File: src/rtl/instr_encoder_if.sv
// Request and instruction-memory signals of instr_encoder.
// The bench drives through master and the encoder uses slave.
interface instr_encoder_if;
  logic        Clear;
  logic        In_Valid;
  logic        In_Ready;
  logic [3:0]  Op;
  logic [4:0]  Rd;
  logic [4:0]  Rs1;
  logic [4:0]  Rs2;
  logic [19:0] Imm;
  logic        Mem_WE;
  logic [7:0]  Mem_Addr;
  logic [31:0] Mem_WData;
  logic        Mem_Ack;
  logic [8:0]  Count;
  logic        Full;
  logic        Error;

  modport master (
    output Clear, In_Valid, Op, Rd, Rs1, Rs2, Imm, Mem_Ack,
    input  In_Ready, Mem_WE, Mem_Addr, Mem_WData, Count, Full, Error
  );

  modport slave (
    input  Clear, In_Valid, Op, Rd, Rs1, Rs2, Imm, Mem_Ack,
    output In_Ready, Mem_WE, Mem_Addr, Mem_WData, Count, Full, Error
  );
endinterface

File: src/rtl/instr_encoder.sv
// Encodes (Op, fields) into RV32I words and writes them to sequential instruction-memory addresses.
// Define ENC_ILLEGAL_CHECK_EN to drop unsupported Ops and raise Error, instead of writing a NOP.
module instr_encoder (
  input  logic             clk,
  input  logic             rst_n,
  instr_encoder_if.slave   bus
);

  typedef enum logic [1:0] {IDLE, ENCODE, WRITE, FULL} state_t;

  state_t      state;
  logic [3:0]  op;
  logic [4:0]  rd;
  logic [4:0]  rs1;
  logic [4:0]  rs2;
  logic [19:0] imm;
  logic [8:0]  count;
  logic        we;
  logic [31:0] wdata;
  logic [31:0] word;

  always_comb begin
    word = 32'h0000_0013;
    case (op)
      4'd0: word = {7'b0000000, rs2, rs1, 3'b000, rd, 7'b0110011};
      4'd1: word = {7'b0100000, rs2, rs1, 3'b000, rd, 7'b0110011};
      4'd2: word = {7'b0000000, rs2, rs1, 3'b111, rd, 7'b0110011};
      4'd3: word = {7'b0000000, rs2, rs1, 3'b100, rd, 7'b0110011};
      4'd4: word = {7'b0000000, rs2, rs1, 3'b001, rd, 7'b0110011};
      4'd5: word = {imm[11:5], rs2, rs1, 3'b010, imm[4:0], 7'b0100011};
      4'd6: word = {imm[19:0], rd, 7'b0110111};
      4'd7: word = {imm[11:0], rs1, 3'b000, rd, 7'b0010011};
      4'd8: word = {imm[11:0], 5'd0, 3'b000, rd, 7'b0010011};
      4'd9: word = {imm[11:0], rs1, 3'b010, rd, 7'b0000011};
      default: word = 32'h0000_0013;
    endcase
  end

`ifdef ENC_ILLEGAL_CHECK_EN
  logic legal;
  logic err;
  assign legal     = (op <= 4'd9);
  assign bus.Error = err;
`else
  assign bus.Error = 1'b0;
`endif

  always_ff @(posedge clk or negedge rst_n) begin
    if (!rst_n) begin
      state <= IDLE;
      count <= 9'd0;
      we    <= 1'b0;
      wdata <= 32'd0;
      op    <= 4'd0;
      rd    <= 5'd0;
      rs1   <= 5'd0;
      rs2   <= 5'd0;
      imm   <= 20'd0;
`ifdef ENC_ILLEGAL_CHECK_EN
      err   <= 1'b0;
`endif
    end else if (bus.Clear) begin
      // Clear wins over a pending accept or acknowledge on the same edge.
      state <= IDLE;
      count <= 9'd0;
      we    <= 1'b0;
`ifdef ENC_ILLEGAL_CHECK_EN
      err   <= 1'b0;
`endif
    end else begin
      case (state)
        IDLE: begin
          if (bus.In_Valid) begin
            op    <= bus.Op;
            rd    <= bus.Rd;
            rs1   <= bus.Rs1;
            rs2   <= bus.Rs2;
            imm   <= bus.Imm;
            state <= ENCODE;
          end
        end
        ENCODE: begin
`ifdef ENC_ILLEGAL_CHECK_EN
          if (!legal) begin
            err   <= 1'b1;
            state <= IDLE;
          end else begin
            wdata <= word;
            we    <= 1'b1;
            state <= WRITE;
          end
`else
          wdata <= word;
          we    <= 1'b1;
          state <= WRITE;
`endif
        end
        WRITE: begin
          if (bus.Mem_Ack) begin
            we    <= 1'b0;
            count <= count + 9'd1;
            state <= (count == 9'd255) ? FULL : IDLE;
          end
        end
        FULL: begin
        end
      endcase
    end
  end

  assign bus.In_Ready  = (state == IDLE);
  assign bus.Full      = (state == FULL);
  assign bus.Mem_WE    = we;
  assign bus.Mem_WData = wdata;
  assign bus.Count     = count;
  assign bus.Mem_Addr  = count[7:0];

endmodule

File: src/flat_wrapper.sv
// flat-port wrapper written by rule: the top's interface ports become plain ports
module instr_encoder_flat 
  (clk, rst_n, bus_Clear, bus_In_Valid, bus_Op, bus_Rd, bus_Rs1, bus_Rs2, bus_Imm, bus_Mem_Ack, bus_In_Ready, bus_Mem_WE, bus_Mem_Addr, bus_Mem_WData, bus_Count, bus_Full, bus_Error);
  instr_encoder_if bus_i ();
  input  logic clk;
  input  logic rst_n;
  input wire logic [$bits(bus_i.Clear)-1:0] bus_Clear;
  input wire logic [$bits(bus_i.In_Valid)-1:0] bus_In_Valid;
  input wire logic [$bits(bus_i.Op)-1:0] bus_Op;
  input wire logic [$bits(bus_i.Rd)-1:0] bus_Rd;
  input wire logic [$bits(bus_i.Rs1)-1:0] bus_Rs1;
  input wire logic [$bits(bus_i.Rs2)-1:0] bus_Rs2;
  input wire logic [$bits(bus_i.Imm)-1:0] bus_Imm;
  input wire logic [$bits(bus_i.Mem_Ack)-1:0] bus_Mem_Ack;
  output wire logic [$bits(bus_i.In_Ready)-1:0] bus_In_Ready;
  output wire logic [$bits(bus_i.Mem_WE)-1:0] bus_Mem_WE;
  output wire logic [$bits(bus_i.Mem_Addr)-1:0] bus_Mem_Addr;
  output wire logic [$bits(bus_i.Mem_WData)-1:0] bus_Mem_WData;
  output wire logic [$bits(bus_i.Count)-1:0] bus_Count;
  output wire logic [$bits(bus_i.Full)-1:0] bus_Full;
  output wire logic [$bits(bus_i.Error)-1:0] bus_Error;
  assign bus_i.Clear = bus_Clear;
  assign bus_i.In_Valid = bus_In_Valid;
  assign bus_i.Op = bus_Op;
  assign bus_i.Rd = bus_Rd;
  assign bus_i.Rs1 = bus_Rs1;
  assign bus_i.Rs2 = bus_Rs2;
  assign bus_i.Imm = bus_Imm;
  assign bus_i.Mem_Ack = bus_Mem_Ack;
  assign bus_In_Ready = bus_i.In_Ready;
  assign bus_Mem_WE = bus_i.Mem_WE;
  assign bus_Mem_Addr = bus_i.Mem_Addr;
  assign bus_Mem_WData = bus_i.Mem_WData;
  assign bus_Count = bus_i.Count;
  assign bus_Full = bus_i.Full;
  assign bus_Error = bus_i.Error;
  instr_encoder u_core (.clk(clk), .rst_n(rst_n), .bus(bus_i));
endmodule
File: config.mk
export PLATFORM = sky130hd
export DESIGN_NAME = instr_encoder_flat
export DESIGN_NICKNAME = d
export VERILOG_FILES = /design/src/rtl/instr_encoder_if.sv /design/src/rtl/instr_encoder.sv /design/src/flat_wrapper.sv
export SDC_FILE = /design/constraint.sdc
export NUM_CORES = 1
export LEC_CHECK = 0
export BUFFER_PORTS_ARGS = -buffer_cell sky130_fd_sc_hd__buf_2
export CORE_MARGIN = 3
export CORE_UTILIZATION = 45
export CTS_BUF_LIST = sky130_fd_sc_hd__clkbuf_16
export CTS_CLUSTER_DIAMETER = 120
export DETAILED_ROUTE_END_ITERATION = 12
export PLACE_DENSITY = 0.73
export SLEW_MARGIN = 10
export SYNTH_ARGS = -nofsm -noshare
export SYNTH_HDL_FRONTEND = slang
export SYNTH_SLANG_ARGS = --single-unit
File: constraint.sdc
create_clock -name clk -period 2.1 [get_ports clk]
set_input_delay 0 -clock clk [delete_from_list [all_inputs] [get_ports clk]]
set_output_delay 0 -clock clk [all_outputs]
set_load 0.1 [all_outputs]
Word level (Yosys, flattened, before mapping)
Cells that the tools add are included.
{"block": "word_totals", "register_bits": 83, "latch_bits": 0, "ram_bits": 0, "romBits": 0, "input_bits": 44, "out_inout_bits": 53, "elab_cells": 49, "mem_count": 0}
{"block": "classes", "n_addsub": 1, "multipliers": 0, "div": 0, "n_lt_le_gt_ge": 0, "eq_ne": 15, "shift": 0, "mux": 12, "bitwise": 1, "reduce_logical": 11}
{"cell": "$pmux W32 S10", "n": 1}
{"cell": "$mux W9", "n": 3}
{"cell": "$eq A4 B3 Y1 const B", "n": 4}
{"cell": "$add A9 B1 Y9 const B", "n": 1}
{"cell": "$eq A9 B8 Y1 const B", "n": 1}
{"cell": "$eq A4 B2 Y1 const B", "n": 2}
{"cell": "$eq A4 B4 Y1 const B", "n": 2}
{"cell": "$mux W2", "n": 4}
{"cell": "$ne A3 B3 Y1 const B", "n": 2}
{"cell": "$pmux W2 S3", "n": 1}
{"cell": "$reduce_and A2 Y1", "n": 3}
{"cell": "$reduce_and A3 Y1", "n": 2}
{"cell": "$eq A2 B2 Y1 const B", "n": 2}
{"cell": "$eq A4 B1 Y1 const B", "n": 1}
{"cell": "$logic_not A4 Y1", "n": 1}
{"cell": "$reduce_bool A2 Y1", "n": 2}
{"cell": "$reduce_bool A4 Y1", "n": 1}
{"cell": "$reduce_bool A3 Y1", "n": 1}
{"cell": "$eq A2 B1 Y1 const B", "n": 1}
{"cell": "$logic_not A2 Y1", "n": 1}
{"cell": "$mux W1", "n": 2}
{"cell": "$pmux W1 S2", "n": 1}
{"cell": "$not A1 Y1", "n": 1}

Logic depth before layout (Yosys ltp)
Gate-level depths: netlist (run 1).
{"block": "logic_depth", "depth_word": 5, "ltp_mapped": 8, "mapped_depth_nobuf": 8}

Least setup slack after synthesis (run 1)
OpenSTA, ideal clock, no wires.
{"block": "synth_path", "kind": "reg2reg", "start": "register u_core.state[0]", "end": "register u_core.imm[16]", "setup_time_ns": 0.125, "arrival_time_ns": 2.079, "required_ns": 1.975, "slack_ns": -0.103, "stages_incl_launch_ff": 7, "path_buffers": 2, "period_less_slack_ns": 2.203, "cell_sequence": "dfrtp_1 > inv_1 > ha_1 > nand3b_4 > buf_4 > buf_6 > mux2_2"}
{"block": "synth_between", "elab_chain_len": 2}
{"item": "from (decl)", "line": "instr_encoder.sv:11", "source": "state_t state;"}
{"item": "from (signal assigned)", "line": "instr_encoder.sv:102", "source": "state <= (count == 9'd255) ? FULL : IDLE;"}
{"item": "$logic_not A2 Y1"}
{"item": "net bus_In_Ready", "line": "flat_wrapper.sv:15", "source": "output wire logic [$bits(bus_i.In_Ready)-1:0] bus_In_Ready;"}
{"item": "$reduce_and A3 Y1 (no line)"}
{"item": "to (signal assigned)", "line": "instr_encoder.sv:78", "source": "imm <= bus.Imm;"}
{"item": "to (decl)", "line": "instr_encoder.sv:16", "source": "logic [19:0] imm;"}
The timed path passes the listed nets, and every way through them passes these cells.
A chain may end at the register's enable or synchronous reset.

Worst setup path after layout (run 1)
{"block": "layout_path", "start": "register u_core.state[1]", "end": "register u_core.wdata[7] (netlist: u_core.bus.Mem_WData[7])"}
{"block": "layout_between", "elab_chain_len": 2}
{"item": "$eq A2 B1 Y1", "line": "instr_encoder.sv:71", "source": "case (state)"}
{"item": "$reduce_and A2 Y1 (no line)"}
{"item": "to (signal assigned)", "line": "instr_encoder.sv:93", "source": "wdata <= word;"}
{"item": "to (decl)", "line": "instr_encoder.sv:19", "source": "logic [31:0] wdata;"}
No other way between the ends.

==> results of run 1 <==
metrics by stage:
| step | cells | util [%] | setup WS [ns] |
|---|---|---|---|
| floorplan | 323 | - | 0.06912 |
| global placement | 494 | 51.30 | 0.2759 |
| detailed placement | 494 | 51.30 | 0.2234 |
| CTS | 550 | 59.85 | 0.1922 |
| global route | 550 | 59.85 | 0.03279 |
| finish | 550 | 59.85 | 0.2078 |
critical path, delay by kind of cell, from the launching register on:
family / cells / cell delay [ns]
AND/OR/NAND/NOR: 2 / 0.42
flip-flops: 1 / 0.40
adder cells (fa/ha/maj): 1 / 0.26
AO/OA/AOI/OAI: 2 / 0.64
buffers and inverters: 1 / 0.10
layout by cell type, fill, tap and decap left out, types with 5 or more instances in the layout:
cell type and instances:
sky130_fd_sc_hd__dfrtp_1 80, sky130_fd_sc_hd__nor3b_1 6, sky130_fd_sc_hd__a21oi_1 14, sky130_fd_sc_hd__o21ai_0 7, sky130_fd_sc_hd__nand2_1 15, sky130_fd_sc_hd__nor2b_1 10
sky130_fd_sc_hd__inv_1 11, sky130_fd_sc_hd__dlygate4sd3_1 40, sky130_fd_sc_hd__buf_2 92, sky130_fd_sc_hd__a21o_1 13, sky130_fd_sc_hd__buf_4 5, sky130_fd_sc_hd__nor2_1 15
sky130_fd_sc_hd__clkbuf_16 9, sky130_fd_sc_hd__a221o_1 5, sky130_fd_sc_hd__ha_1 5, sky130_fd_sc_hd__o221ai_1 5, sky130_fd_sc_hd__a22o_1 12, sky130_fd_sc_hd__a31oi_1 5
sky130_fd_sc_hd__mux2_2 39
cells by family after synthesis:
logic type,after synthesis,share of synthesized area (%)
flops,80,52.25
mux,40,11.72
simple gates,73,11.23
other cells,1,0.09788
buf+inv,42,7.185
xor+xnor,7,1.600
compound gates,72,13.95
fa+ha+maj,6,1.959
final timing paths:
kind                                               from  cells past startpoint  slack [ns]                       end
worst max register to register          u_core.state[1]                      6        0.21   u_core.bus.Mem_WData[7]
worst min-delay path                        bus_Mem_Ack                      4        0.01       u_core.bus.Count[1]
min in group asynchronous                         rst_n                      2        0.35  u_core.bus.Mem_WData[14]
worst min register to register  u_core.bus.Mem_WData[5]                      1        0.47   u_core.bus.Mem_WData[5]
max in group asynchronous                         rst_n                      2        1.06            u_core.imm[12]
worst max-delay path                    u_core.state[1]                      6        0.21   u_core.bus.Mem_WData[7]
flip-flops by register name, summed over array words and instances, names as in the netlist:
signal / flops
u_core.imm: 20
u_core.op: 4
u_core.rd: 5
u_core.rs2: 5
u_core.bus.Mem_WE: 1
u_core.state: 2
u_core.bus.Count: 9
u_core.bus.Mem_WData: 29
u_core.rs1: 5
routing by layer:
layer,share of wire (%),routed length (um)
met5,0,0
met4,1.5,131
met3,5.4,462
met2,49,4197
met1,44,3804
power breakdown:
| part | total (mW) | switching [mW] | internal, mW |
|---|---|---|---|
| Clock | 1.57 | 0.640 | 0.932 |
| Sequential | 2.69 | 0.519 | 2.17 |
| Combinational | 3.85 | 2.72 | 1.13 |
| Total | 8.11 | 3.88 | 4.23 |
repair_timing:
action | 4_1_cts | 5_1_grt
hold buffers | 40 | 0
hold endpoints to repair | 119 | 0
endpoints found under the setup margin | 0 | 0
cell type report:
type / instances / area [um^2]
clock buffer: 9 / 225.2
clock inverter: 7 / 80.08
fill: 680 / 3316
inverter: 11 / 41.29
multi-input combinational: 201 / 1564
sequential: 80 / 2002
tap: 105 / 131.4
timing repair buffer: 137 / 898.4
==> results by stage, run 1 <==
GRT:
- The global routing stage identified its most utilized layer as met2.
- The via count of the first global-routing pass is 2,933.
- Global routing consumed, over all layers together, 18.54% of the routing resources.
- Global routing consumed, on the met1 layer, 23.70% of the routing resources.
- The initial antenna violation count is 0.
- The first global-routing pass estimated 14,500 um of wire.
- Entering global routing, the biggest net connects 81 pins.
- The total overflow left after global routing is 0.
- Global routing used 4.286% of the available met3 tracks.
- The met2 track demand over resource in global routing is 31.47%.

Logic synthesis:
- The top cell type by area accounts for 52.25% of the synthesized area.
- By area the synthesized netlist is led by sky130_fd_sc_hd__dfrtp_1, sky130_fd_sc_hd__mux2_2, sky130_fd_sc_hd__buf_4, sky130_fd_sc_hd__a22o_1, sky130_fd_sc_hd__a21o_1.
- The total standard cell area after synthesis is 3831 um^2.
- The cell taking the most area after synthesis is sky130_fd_sc_hd__dfrtp_1.
- sky130_fd_sc_hd__dfrtp_1 is the most common cell in the netlist.
- The synthesized area per cell is 11.94 um^2.
- The total of warnings raised by yosys is 0.
- The cell count after synthesis is 321.
- Yosys mapped the design onto 47 distinct sky130hd cell types.
- By count the netlist is led by sky130_fd_sc_hd__dfrtp_1, sky130_fd_sc_hd__mux2_2, sky130_fd_sc_hd__buf_4, sky130_fd_sc_hd__nand2_1, sky130_fd_sc_hd__nor2_1.
- The total of flip-flops plus latches after synthesis is 80.
- In the synthesized netlist the async set-or-reset flop fraction comes to 100.0%.
- Counting flops with a built-in enable in the synthesized netlist gives 0.
- The sequential area share after synthesis is 52.25%.
- Among all flip-flop cells after synthesis, the most frequent one is sky130_fd_sc_hd__dfrtp_1.

Pwr:
- The worst vdd rail ir drop is 0.0007670 V.
- Dividing total power by cell area gives a power density of 1641 nW/um^2.
- The total chip power is 8.112 mW.
- Summed over all cells, the static leakage comes to 2.423 nW.

Layout:
- Compared with the post-synthesis result, the final layout area differs by 29.00%.
- The post-route netlist has 37.08% of its cells at a drive strength greater than 1.
- The design area is 4942 um^2.
- The number of diodes is 0.
- The net count of the finished layout is 490.

STA:
- For the pin with the worst max-slew slack, the measured transition is 1.010 ns.
- Measured against its own limit, the worst slew margin works out to 32.67%.
- The max-slew violation count is 0.
- The final critical-path required period is 1.892 ns.
- The highest clock frequency the design can meet is 528.5 MHz.
- The final number of hold-violating endpoints came to 0.
- In the finished design, the share of the clock period the worst path needs comes to 90.11%.
- The total negative slack is 0 ns.
- On the final layout, the worst clock skew is 0.002716 ns.
- The final setup violation count is 0.
- Hold is met by 0.01381 ns.
- Setup repair after global routing left no endpoint under its margin.

Clock network:
- The number of buffers on the longest clock path is 2.
- The count of clock tree sinks is 80.
- The clock tree from TritonCTS is done.
- The H-tree was split into 3 levels.
- The tree is rooted in a sky130_fd_sc_hd__clkbuf_16.
- The number of gates given a new drive strength after cts is 0.
- The register clock-pin slew on the reported worst setup and hold paths is 0.06 ns.
- The clock network latency to the later pin of the worst-skew pair is 0.33 ns.
- The TritonCTS buffer count is 9.
- Once the clock tree was built, the setup fixing pass inserted 0 buffers.

Worst setup path:
- The setup path with the least slack is of type flip-flop to flip-flop.
- The data arrival time of the worst path is 2.16 ns.
- The worst setup path is captured at a flip-flop.
- The maximum fanout encountered on the critical timing path is 29.
- For this run, the slowest stage of the critical path takes 0.51 ns.
- Walking the worst path, the cells encountered are inv_1, ha_1, nand2b_4, a211oi_1, nor2b_1, a221o_1.
- The critical path startpoint category is a flip-flop.
- Data on the critical path is required at its endpoint by 2.37 ns.
- The cell with the biggest individual delay on the critical path is sky130_fd_sc_hd__a211oi_1.

Route:
- The number of design-rule violations left by the first detailed-router iteration is 62.
- The post-detailed-route wirelength per cell is 15.63 um.
- The number of detailed-route iterations in the first pass is 4.
- Detailed routing inserted a total of 2,831 vias.
- The remaining antenna violation count after routing is 0.
- In the routed design, unresolved DRC markers number 0.
- Using the TritonRoute via totals, the vias-per-cell ratio works out to 5.147.
- Summed over all layers, the routed wires come to 8595 um.

Die:
- The die span in y is 98.27 um.
- For this configuration, the core starts out at a cell density of 46.39%.
- The width of the chip is 98.27 um.
- The site row count is 33.
- The core region is 8258 um^2.
- The I/O pin count is 97.
- The overall die area is 9657 um^2.

Hold path:
- The worst hold path class is input pin to flip-flop.

Placement:
- The estimated wirelength of the detail-placed design is 5687 um.
- The port buffer count is 93.
- The instance area after placement is 4237 um^2.
- Routability-driven placement finished with a final weighted congestion of 0.7992.

Flow run:
- The max-cap check violation count is 0.

Run status:
- The flow ran to the end, and the final reports show no timing, DRC or antenna violations.
No activity file was read; power rests on OpenSTA's default activity.
==> run 2, diff against run 1 <==
--- a/config.mk
+++ b/config.mk
@@ -5,11 +5,12 @@
 export SDC_FILE = /design/constraint.sdc
 export NUM_CORES = 1
 export LEC_CHECK = 0
-export BUFFER_PORTS_ARGS = -buffer_cell sky130_fd_sc_hd__buf_2
+export BUFFER_PORTS_ARGS = -buffer_cell sky130_fd_sc_hd__clkbuf_2
 export CORE_MARGIN = 3
 export CORE_UTILIZATION = 45
 export CTS_BUF_LIST = sky130_fd_sc_hd__clkbuf_16
 export CTS_CLUSTER_DIAMETER = 120
+export CTS_CLUSTER_SIZE = 40
 export DETAILED_ROUTE_END_ITERATION = 12
 export PLACE_DENSITY = 0.73
 export SLEW_MARGIN = 10
==> results by stage, run 2 (synthesis gave the netlist of run 1 again) <==
Run status:
- The run finished with clean final reports.

Worst setup path:
- The start-to-end type of the worst setup path is flip-flop to flip-flop.
- The critical path goes through inv_1, ha_1, nand2b_4, or2_1, a21oi_4, a221o_1.
- The largest individual stage delay along the critical path comes from the cell sky130_fd_sc_hd__dfrtp_1.
- The start point of the critical path is u_core.state[1].
- The data arrival time of the worst path came to 2.11 ns (-0.05 ns).
- The reg-to-reg critical path startpoint is u_core.state[1].
- The maximum fanout encountered on the critical timing path is 29 (unchanged).
- The cell family contributing the most delay on the critical path is simple AND/OR/NAND/NOR gates.
- The register-to-register path setup slack is 0.20 ns (about the same).
- The data required time at the worst endpoint is 2.31 ns (-0.06 ns).
- The number of buffers and inverters on the critical path is 1 (unchanged).
- The critical path startpoint category is a flip-flop.
- The nature of the critical path endpoint is a flip-flop.
- The largest stage delay on the critical path came to 0.39 ns (-0.12 ns).

Clock network:
- The number of buffers on the longest clock path is 2 (unchanged).
- The root buffer cell is sky130_fd_sc_hd__clkbuf_16.
- The post-CTS setup buffer count came to 0 (unchanged).
- The count of H-tree levels built during CTS is 3 (unchanged).
- The count of clock tree sinks is 80 (unchanged).
- The clock network latency to the later pin of the worst-skew pair is 0.33 ns (about the same).
- The register clock-pin slew on the reported worst setup and hold paths was 0.06 ns (about the same).
- The number of gates given a new drive strength after cts is 0 (unchanged).
- The clock tree from TritonCTS is done.
- The TritonCTS buffer count is 9 (unchanged).
- The cts-stage hold buffer count was 40 (unchanged).

Flow run:
- The max-cap check violation count is 0 (unchanged).

Die:
- The die span in y is 98.27 um (unchanged).
- The site row count is 33 (unchanged).
- The effective utilization at floorplan came to 46.39% (unchanged).
- The core region area came to 8258 um^2 (unchanged).
- The I/O pin count was 97 (unchanged).
- The overall die area is 9657 um^2 (unchanged).
- The width of the chip came to 98.27 um (unchanged).

STA:
- The worst slew margin relative to its limit is 33.84% (+1.2 points).
- The final critical-path required period is 1.897 ns (+0.004320 ns).
- The share of the clock period used by the worst path is 90.31% (+0.21 points).
- The total negative slack is 0 ns (unchanged).
- The max-slew violation count is 0 (unchanged).
- The highest clock frequency the design can meet is 527.3 MHz (-0.23%).
- Setup repair after global routing left no endpoint under its margin.
- The final worst clock skew is 0.005633 ns (+0.002917 ns).
- The worst-margin pin slew is 0.9923 ns (-0.01756 ns).
- The final setup violation count is 0 (unchanged).
- The final number of hold-violating endpoints is 0 (unchanged).

GRT:
- The pin count of the biggest net entering global routing was 81 (unchanged).
- The total congestion overflow was 0 (unchanged).
- The global-route met1 utilization is 24.70% (+1.0 points).
- The via count of the first global-routing pass is 3,007 (+2.5%).
- The met3 capacity usage during global routing is 4.143% (-0.14 points).
- In this run the most used layer during global routing was met2.
- The global-route usage over all layers is 18.90% (+0.36 points).
- The wire length of the first global-routing pass is 14,700 um (+1.4%).
- The initial antenna violation count came to 0 (unchanged).
- The met2 track demand over resource in global routing is 31.26% (-0.21 points).

Layout:
- The fill cell instance count of the final layout is 699 (+2.8%).
- The ratio of cells with drive above 1 in the final layout is 36.85% (-0.22 points).
- The final net count is 490 (unchanged).
- The final cell utilization of the core is 59.74% (-0.11 points).
- The most common cell after layout, fill and taps aside is sky130_fd_sc_hd__clkbuf_2.
- The multi-input gate area in the final layout came to 1564 um^2 (unchanged).
- The number of cells in the finished layout apart from fillers is 550 (unchanged).
- The flip-flop count of the largest register, all copies and words added is 29 (unchanged).
- The area occupied by registers came to 2002 um^2 (unchanged).
- The number of diodes came to 0 (unchanged).
- From synthesis to final layout, the design area changed by 28.77%.
- In the layout the commonest cells are sky130_fd_sc_hd__clkbuf_2, sky130_fd_sc_hd__dfrtp_1, sky130_fd_sc_hd__dlygate4sd3_1, sky130_fd_sc_hd__mux2_2.

Pwr:
- The clock power share came to 19.2% (-0.2 points).
- The worst vdd rail ir drop is 0.0006266 V (-18%).
- The combinational share of power is 47.4% (about the same).
- The leakage dissipation is 2.402 nW (-0.87%).
- The internal power of the cells is 4.212 mW (-0.52%).
- The power density over cell area is 1642 nW/um^2 (about the same).
- The switching part of the total was 48.03% (+0.22 points).
- The reported net switching power came to 3.892 mW (+0.35%).
- The portion of total power attributed to sequential cells came to 33.4% (+0.3 points).

Route:
- The remaining antenna violation count after routing was 0 (unchanged).
- The remaining design rule violation count came to 0 (unchanged).
- The total via count after detailed routing is 2,887 (+2.0%).
- The post-detailed-route wirelength per cell is 15.87 um (+1.5%).
- The final routed wirelength across all metal layers is 8728 um (+1.5%).
- The detailed-route vias per instance is 5.249 (+2.0%).
- The number of design-rule violations left by the first detailed-router iteration was 81 (+31%).
- The number of detailed-route iterations in the first pass came to 4 (unchanged).

Hold path:
- The worst hold path belongs to the class input pin to flip-flop.
- In this run the most critical hold path is launched from bus_Mem_Ack.

Placement:
- The final weighted congestion of routability-driven global placement is 0.8254 (+3.3%).
- The total placed cells including tap cells came to 494 (unchanged).
- The estimated wirelength of the detail-placed design is 5784 um (+1.7%).
- The port buffer count came to 93 (unchanged).
-- run 2: cell count changes in the layout (fill, tap and decap cells not counted) --
cell / change
sky130_fd_sc_hd__clkinv_2: +1
sky130_fd_sc_hd__buf_2: -92
sky130_fd_sc_hd__inv_6: -1
sky130_fd_sc_hd__clkinv_4: -1
sky130_fd_sc_hd__clkbuf_2: +92
sky130_fd_sc_hd__clkinv_1: +1
-- run 2: tightest hold or removal path, stage by stage --
cell,delay (ns)
sky130_fd_sc_hd__clkbuf_2,0.11
sky130_fd_sc_hd__nand2_1,0.07
sky130_fd_sc_hd__nand2_1,0.07
sky130_fd_sc_hd__a21oi_1,0.06
-- run 2: through the flow --
step                      power, mW  setup slack (ns)  area (um^2)  hold WS (ns)
after global placement        6.434            0.2768         4237        0.2214
after global routing          8.536           0.05823         4933       0.04682
after floorplan               5.872           0.06912         3841       -0.2956
after detailed placement      6.527            0.2051         4237        0.2355
after CTS                     8.155            0.1937         4933       0.01038
final                         8.103            0.2034         4933       0.01402
-- run 2: power by group through the flow --
stage / Sequential (mW) / Clock, mW / Combinational (mW)
6_report: 2.70 / 1.56 / 3.84
5_1_grt: 2.79 / 1.66 / 4.09
4_1_cts: 2.70 / 1.58 / 3.87
3_5_place_dp: 2.73 / 0 / 3.80
3_3_place_gp: 2.70 / 0 / 3.73
2_1_floorplan: 4.12 / 0 / 1.75
-- run 2: worst paths after layout --
| path | end | cells past startpoint |
|---|---|---|
| worst max register to register | u_core.bus.Mem_WData[7] | 6 |
| worst min-delay path | u_core.bus.Count[1] | 4 |
| min in group asynchronous | u_core.bus.Mem_WData[13] | 2 |
| max in group asynchronous | u_core.imm[3] | 2 |
| worst min register to register | u_core.bus.Mem_WData[15] | 1 |
| worst max-delay path | u_core.bus.Mem_WData[7] | 6 |
-- run 2: layout make-up --
class / count / share of cell area [%]
Tap cell: 105 / 2.663
Clock buffer: 9 / 4.565
Timing Repair Buffer: 137 / 18.21
Multi-Input combinational cell: 201 / 31.70
Clock inverter: 7 / 1.446
Sequential cell: 80 / 40.58
Inverter: 11 / 0.8369
-- run 2: per-layer routing --
layer  share of wire, %  wire length, um
met5                  0                0
met4                1.7              146
met3                5.6              489
met2                 49             4282
met1                 44             3810
==> run 3, diff against run 2 <==
--- a/config.mk
+++ b/config.mk
@@ -13,6 +13,7 @@
 export CTS_CLUSTER_SIZE = 40
 export DETAILED_ROUTE_END_ITERATION = 12
 export PLACE_DENSITY = 0.73
+export REMOVE_ABC_BUFFERS = 1
 export SLEW_MARGIN = 10
 export SYNTH_ARGS = -nofsm -noshare
 export SYNTH_HDL_FRONTEND = slang
==> results by stage, run 3 (synthesis gave the netlist of run 1 again) <==
Pwr:
- The reported net switching power is 3.904 mW (+0.31%).
- The clock power share was 18.2% (-1.0 points).
- The power density over cell area was 1614 nW/um^2 (-1.7%).
- The total chip power is 8.015 mW (-1.1%).
- The combinational share of power is 47.8% (+0.4 points).
- The leakage dissipation is 2.422 nW (+0.86%).
- The switching part of the total is 48.71% (+0.68 points).
- The internal power of the cells is 4.111 mW (-2.4%).
- The portion of total power attributed to sequential cells came to 34.1% (+0.7 points).
- The worst vdd rail ir drop is 0.0009894 V (+58%).

Hold path:
- In this run the most critical hold path is launched from bus_Mem_Ack.
- The hold path depth is 4 (unchanged).
- The worst hold path class is input pin to flip-flop.
- The worst min-delay path endpoint is u_core.bus.Count[1].

Die:
- The width of the chip is 98.27 um (unchanged).
- The core region area is 8258 um^2 (unchanged).
- The site row count is 33 (unchanged).
- The overall die area is 9657 um^2 (unchanged).
- The I/O pin count is 97 (unchanged).
- The die span in y is 98.27 um (unchanged).
- The effective utilization at floorplan is 46.39% (unchanged).

STA:
- The total negative slack is 0 ns (unchanged).
- The worst slew margin relative to its limit is 53.33% (+19 points).
- The max-slew violation count is 0 (unchanged).
- The final critical-path required period came to 1.843 ns (-0.05344 ns).
- The final worst clock skew is 0.004151 ns (-0.001483 ns).
- The final number of hold-violating endpoints is 0 (unchanged).
- The worst-margin pin slew was 0.7001 ns (-0.2923 ns).
- Setup repair after global routing left no endpoint under its margin.
- The share of the clock period used by the worst path is 87.77% (-2.5 points).
- The highest clock frequency the design can meet is 542.6 MHz (+2.9%).
- The smallest setup slack after layout is 0.2569 ns (+0.05343 ns).
- The final setup violation count is 0 (unchanged).

Placement:
- The port buffer count is 93 (unchanged).
- The total placed cells including tap cells is 497 (+0.61%).
- The final weighted congestion of routability-driven global placement is 0.8238 (-0.19%).
- The worst-case setup slack after placement is 0.2746 ns (+0.06957 ns).
- The estimated wirelength of the detail-placed design is 5829 um (+0.77%).

GRT:
- The global routing stage identified its most utilized layer as met2.
- The wire length of the first global-routing pass is 14,940 um (+1.6%).
- The global-route met1 utilization was 24.49% (-0.21 points).
- The via count of the first global-routing pass is 2,972 (-1.2%).
- The total congestion overflow came to 0 (unchanged).
- The met2 track demand over resource in global routing is 31.47% (+0.21 points).
- The pin count of the biggest net entering global routing is 81 (unchanged).
- The initial antenna violation count is 0 (unchanged).
- The global-route usage over all layers is 19.04% (+0.14 points).
- The met3 capacity usage during global routing is 4.286% (+0.14 points).

Route:
- The post-detailed-route wirelength per cell came to 15.86 um (about the same).
- The remaining antenna violation count after routing is 0 (unchanged).
- The detailed-route vias per instance came to 5.250 (about the same).
- The remaining design rule violation count came to 0 (unchanged).
- The number of detailed-route iterations in the first pass is 4 (unchanged).
- The number of design-rule violations left by the first detailed-router iteration came to 207 (+160%).
- The final routed wirelength across all metal layers is 8768 um (+0.46%).
- The total via count after detailed routing was 2,903 (+0.55%).

Worst setup path:
- The depth of the worst register-to-register path is 6 (unchanged).
- The largest stage delay on the critical path is 0.39 ns (about the same).
- The reg-to-reg critical path startpoint is u_core.state[1].
- The data required time at the worst endpoint is 2.32 ns (about the same).
- The endpoint of the worst register-to-register path is u_core.bus.Mem_WData[7].
- The number of buffers and inverters on the critical path is 1 (unchanged).
- The nature of the critical path endpoint is a flip-flop.
- Among cell families on the critical path, the largest total delay comes from simple AND/OR/NAND/NOR gates.
- The critical path is of the flip-flop to flip-flop type.
- The maximum fanout encountered on the critical timing path is 21 (-28%).
- The cell with the biggest individual delay on the critical path is sky130_fd_sc_hd__dfrtp_1.
- The critical path goes through inv_1, ha_1, nand2b_4, or2_1, a21oi_4, a221o_1.
- The worst setup path is launched from a flip-flop.
- The register-to-register path setup slack is 0.26 ns (+0.05 ns).
- The data arrival time of the worst path is 2.06 ns (-0.05 ns).

Layout:
- The top cell types in the final layout, fill and taps aside, are sky130_fd_sc_hd__clkbuf_2, sky130_fd_sc_hd__dfrtp_1, sky130_fd_sc_hd__dlygate4sd3_1, sky130_fd_sc_hd__mux2_2.
- The fill cell instance count of the final layout is 660 (-5.6%).
- Compared with the post-synthesis result, the final layout area differs by 29.59%.
- The flip-flop count of the largest register, all copies and words added came to 29 (unchanged).
- The number of diodes is 0 (unchanged).
- The library cell used most frequently in the layout, excluding fill and tap cells, is sky130_fd_sc_hd__clkbuf_2.
- The ratio of cells with drive above 1 in the final layout is 37.05% (+0.20 points).
- The number of cells in the finished layout apart from fillers is 553 (+0.55%).
- The final net count is 493 (+0.61%).

Clock network:
- The post-CTS setup buffer count is 0 (unchanged).
- The number of buffers on the longest clock path is 2 (unchanged).
- The clock network latency to the later pin of the worst-skew pair is 0.33 ns (about the same).
- The count of clock tree sinks was 80 (unchanged).
- The register clock-pin slew on the reported worst setup and hold paths is 0.06 ns (about the same).
- The TritonCTS buffer count is 9 (unchanged).
- The root buffer cell is sky130_fd_sc_hd__clkbuf_16.
- The count of H-tree levels built during CTS is 3 (unchanged).
- The clock tree from TritonCTS is done.

Run status:
- The run finished with clean final reports.

Flow run:
- The max-cap check violation count is 0 (unchanged).
## run 3: cell count changes in the layout (fill, tap and decap cells not counted), sizes merged
cell,delta
buf,+3
bufinv,-1
clkinv,+2
clkinvlp,-1
## run 3: area by class of cell
class                           count  area (um^2)  share of cell area (%)
Inverter                           11        41.29                  0.8317
Multi-Input combinational cell    201         1562                   31.45
Clock inverter                      7        57.56                   1.159
Sequential cell                    80         2002                   40.32
Tap cell                          105        131.4                   2.646
Timing Repair Buffer              140        945.9                   19.05
Clock buffer                        9        225.2                   4.536
## run 3: worst max-delay path by stage
stage / depth (start not counted) / end / slack [ns] / from
floorplan: 6 / u_core.state[0] / -0.61 / u_core.bus.Count[0]
global placement: 6 / u_core.bus.Mem_WData[9] / 0.35 / u_core.state[1]
detailed placement: 6 / u_core.bus.Mem_WData[7] / 0.27 / u_core.state[1]
CTS: 6 / u_core.bus.Mem_WData[7] / 0.25 / u_core.state[1]
global route: 6 / u_core.bus.Mem_WData[8] / 0.13 / u_core.state[1]
finish: 6 / u_core.bus.Mem_WData[7] / 0.26 / u_core.state[1]
## run 3: metal layers
layer,vias up,wire length (um)
li1,1373,-
met5,-,0
met1,1432,3778
met4,0,238
met3,23,384
met2,75,4367
## run 3: through the flow
stage	instance area [um^2]	util [%]	hold slack, ns
after floorplan	3605	-	-0.2956
after global placement	4282	51.85	0.05771
after detailed placement	4282	51.85	0.05838
after CTS	4965	60.12	0.01587
after global routing	4965	60.12	0.06998
final	4965	60.12	0.03151
## run 3: tightest hold or removal path: cells and delay by family
family / cells / cell delay (ns)
AND/OR/NAND/NOR: 2 / 0.15
AO/OA/AOI/OAI: 1 / 0.06
buffers and inverters: 1 / 0.11
## run 3: power by group through the flow
stage / logic, mW / clock network (mW) / registers, mW
after global routing: 4.06 / 1.55 / 2.81
after global placement: 3.70 / 0 / 2.73
after detailed placement: 3.78 / 0 / 2.75
after floorplan: 1.45 / 0 / 4.25
after CTS: 3.85 / 1.48 / 2.73
final: 3.83 / 1.46 / 2.73
## run 3: what timing repair did
action,CTS,global route
hold buffers,40,0
hold endpoints to repair,119,0
gates resized for setup,0,0
endpoints found under the setup margin,0,0
